## src/rtl/dff_response_checker_sat_counter.sv

```systemverilog
// Saturating up-counter with enable and synchronous clear.
// Holds at all-ones instead of wrapping.
module sat_counter #(
    parameter int unsigned W = 16
) (
    input  logic         clk,
    input  logic         rst,
    input  logic         clr_i,
    input  logic         en_i,
    output logic [W-1:0] cnt_o
);

    logic [W-1:0] cnt_q;
    logic [W-1:0] cnt_d;
    logic         at_max;

    assign at_max = (cnt_q == {W{1'b1}});

    always_comb begin
        cnt_d = cnt_q;
        if (clr_i) begin
            cnt_d = '0;
        end else if (en_i && !at_max) begin
            cnt_d = cnt_q + W'(1);
        end
    end

    always_ff @(posedge clk or posedge rst) begin
        if (rst) begin
            cnt_q <= '0;
        end else begin
            cnt_q <= cnt_d;
        end
    end

    assign cnt_o = cnt_q;

endmodule

```

## config.mk

```make
export PLATFORM = sky130hd
export DESIGN_NAME = sat_counter
export DESIGN_NICKNAME = d
export VERILOG_FILES = /design/src/rtl/dff_response_checker_sat_counter.sv
export SDC_FILE = /design/constraint.sdc
export NUM_CORES = 1
export LEC_CHECK = 0
export CELL_PAD_IN_SITES_DETAIL_PLACEMENT = 0
export CELL_PAD_IN_SITES_GLOBAL_PLACEMENT = 1
export CORE_MARGIN = 3
export CORE_UTILIZATION = 39
export CTS_CLUSTER_DIAMETER = 100
export CTS_CLUSTER_SIZE = 20
export DETAILED_ROUTE_END_ITERATION = 10
export PLACE_DENSITY = 0.91
export SYNTH_ARGS = -nofsm -noshare
export SYNTH_HDL_FRONTEND = slang
export SYNTH_SLANG_ARGS = --single-unit
```

## constraint.sdc

```tcl
create_clock -name clk -period 3 [get_ports clk]
set_clock_uncertainty 0.1 [all_clocks]
set_input_delay 0.6 -clock clk [delete_from_list [all_inputs] [get_ports clk]]
set_output_delay 0.6 -clock clk [all_outputs]
set_load 0.02 [all_outputs]
```

==> results.py <==
metrics = {
    "global_routing": {
        "grt_pass1_wl_mm": 3.47,
        "overflow": 0,
        "track_usage": 0.163,
        "antenna_found_initial": 0,
        "grt_pass1_vias": 758,
        "grt_max_degree": 17,
    },
    "place": {
        "gp_congestion": 0.840,
        "dp_hpwl_mm": 1.50,
        "portBuffers": 19,
        "dpl_cell_area_mm2": 0.00114,
    },
    "logic_synthesis": {
        "synthFlopType": "dfrtp_1",
        "postSynthAreaPerCell_um2": 8.87,
        "synth-edff-count": 0,
        "synth_top_area_share": 0.434,
        "async_flop_share": 1.00,
        "synth_area_leaders": "dfrtp_1 (43%), or3_1 (5.4%), a21oi_1 (4.3%)",
        "yosysTopAreaCell": "dfrtp_1",
        "synth_warnings": 0,
        "yosysUniqueCellTypes": 33,
        "ys_seq_area_frac": 0.434,
        "netlist_area_um2": 922,
        "syn-num-nets": 109,
        "ys_ff_latch": 16,
        "synth_cells": 104,
    },
    "route": {
        "via_per_inst": 5.72,
        "top_layer_used": "met4",
        "routedWlPerCell_um": 13.3,
        "firstDrtPassIters": 4,
        "wl_met2_um": 941,
        "ant_nets": 0,
        "drcViolationCount": 0,
        "wl_met1_um": 932,
        "vias": 864,
        "drt_iter0_drc": 13,
        "routed_wl_mm": 2.01,
        "wl_met3_um": 109,
    },
    "timing": {
        "min_period_over_period": 0.767,
        "fmaxAchievable_mhz": 434,
        "min_period_ps": 2300,
        "relSlewSlack": 0.584,
        "hold_viol_final": 0,
        "rsz0062_at_grt": "no",
        "final.setup.tns_ps": 0,
        "finalSetupViolCount": 0,
        "tightestPinTransition_ps": 619,
        "report.final.slew_viol_count": 0,
    },
    "layout": {
        "drive_gt1_frac": 0.0968,
        "antennaDiodeCount": 0,
        "final_nets": 130,
        "area_growth_pct": 27.1,
        "finish.instance_area_mm2": 0.00117,
        "n_fill_cell": 215,
        "largest_reg_flops": 16,
        "post-route-util": 0.558,
    },
    "setup_path": {
        "crit_chain": "clkdlybuf4s50_1, nand3_1, or3_1, or4_1, a21oi_1",
        "cpMaxStageDelayCell": "clkdlybuf4s50_1",
        "end_kind": "register",
        "crit_arrival_ps": 2430,
        "crit_family": "simple AND/OR/NAND/NOR gates",
        "startpoint_type": "input pin",
        "path_max_fanout": 9,
        "cp.required_ps": 3120,
        "max_stage_delay_ps": 570,
        "crit_buf_inv": 1,
        "worstSetupPathType": "input pin to register",
    },
    "clock_network": {
        "cts_resized": 0,
        "cts.sinks": 16,
        "clkTransAtPathRegs_ps": 100,
        "cts_inserted_buffers": 3,
        "cts_tree": "done",
        "holdBufCountCts": 0,
        "clk_latency_ps": 290,
        "cts_setup_buffers": 0,
        "cts_root_buf": "clkbuf_4",
        "htreeDepth": 1,
        "cts_buffer_depth": 2,
    },
    "floorplanning": {
        "dieHeight_um": 54.6,
        "initial_core_util": 0.439,
        "core_mm2": 0.00210,
        "die_area_mm2": 0.00298,
        "fp.dieW_um": 54.6,
        "placementRows": 16,
        "pin_count": 20,
    },
    "power_and_ir_drop": {
        "p_leak_uw": 0.000433,
        "peakVddDrop_mv": 0.289,
        "p_per_area_mw_per_mm2": 341,
    },
    "status": {
        "status": "complete, no violations",
    },
    "worst_hold_path": {
        "min_path_type": "register to register",
    },
    "job": {
        "drv_cap": 0,
    },
}
## per-stage QoR
stage / hold WS, ps / setup slack (ps) / cells / power (uW)
2_1_floorplan: 414 / 993 / 104 / 244
3_3_place_gp: 423 / 456 / 147 / 259
3_5_place_dp: 425 / 414 / 147 / 259
4_1_cts: 449 / 723 / 151 / 405
5_1_grt: 492 / 657 / 151 / 424
6_report: 442 / 698 / 151 / 400
## placed cells by master (no fill, tap or decap), drive strengths merged, types with 2 or more instances in the layout
master	count
a211oi	2
a21oi	8
a31oi	2
and3	2
clkbuf	4
clkdlybuf4s50	19
dfrtp	16
inv	6
mux2	3
nand2	6
nand2b	4
nand3	6
nor2	9
nor2b	2
nor3	2
o21ai	5
o31ai	5
or3	8
or4	3
## worst register-to-register path: cells and delay by family, from the launching register on
kind | cells | cell delay (ps)
AOI/OAI and AO/OA | 1 | 140
adders and majority gates | 1 | 250
DFF | 1 | 430
and+or+nand+nor | 3 | 1010
## report_power, final
group / switching [uW] / internal [uW]
sequential: 3.60 / 218
clock: 71.2 / 74.1
combinational: 18.3 / 14.8
total: 93.1 / 307
## logic make-up (layout without fill, tap and decap cells)
kind of cell	count (synthesis)	count (layout)	share of synthesized area
muxes	4	4	0.0475
DFF	16	16	0.434
AOI/OAI and AO/OA	27	27	0.185
and+or+nand+nor	46	46	0.277
adders and majority gates	1	1	0.0136
buffers and inverters	10	30	0.0434
## per-layer routing
metal  up-vias  GRT usage
met5         -          0
met4         0     0.0498
met3         4     0.0599
met2        26      0.248
met1       414      0.213
li1        420          -
## cells in the mapped netlist, types with 2 or more instances
master	n
nor2b_1	2
and3_1	2
or4_1	3
o31ai_1	5
inv_1	6
clkbuf_1	2
or3_1	8
a21oi_1	8
a31oi_1	2
nand2_1	6
nor2_1	9
mux2_2	3
o21ai_0	5
nand2b_1	4
a211oi_1	2
dfrtp_1	16
nand3_1	5
## final cells by class
| class | instances | area (um2) | area share |
|---|---|---|---|
| flip-flops and latches | 16 | 400 | 0.342 |
| clock buffers | 4 | 36.3 | 0.0309 |
| well taps | 27 | 33.8 | 0.0288 |
| inverters | 6 | 22.5 | 0.0192 |
| repair buffers | 20 | 198 | 0.169 |
| multi-input cells | 78 | 482 | 0.411 |
## worst paths after layout
kind                          start  cells after the start   endpoint  slack [ps]
min reg2reg                cnt_o[4]                      1   cnt_o[4]         440
max reg2reg                cnt_o[0]                      5  cnt_o[12]        1000
min in group asynchronous       rst                      2   cnt_o[2]         560
min                        cnt_o[4]                      1   cnt_o[4]         440
max                            en_i                      5  cnt_o[13]         700
max in group asynchronous       rst                      2   cnt_o[7]        1850
Note: power is estimated with default switching activity, not from simulation.
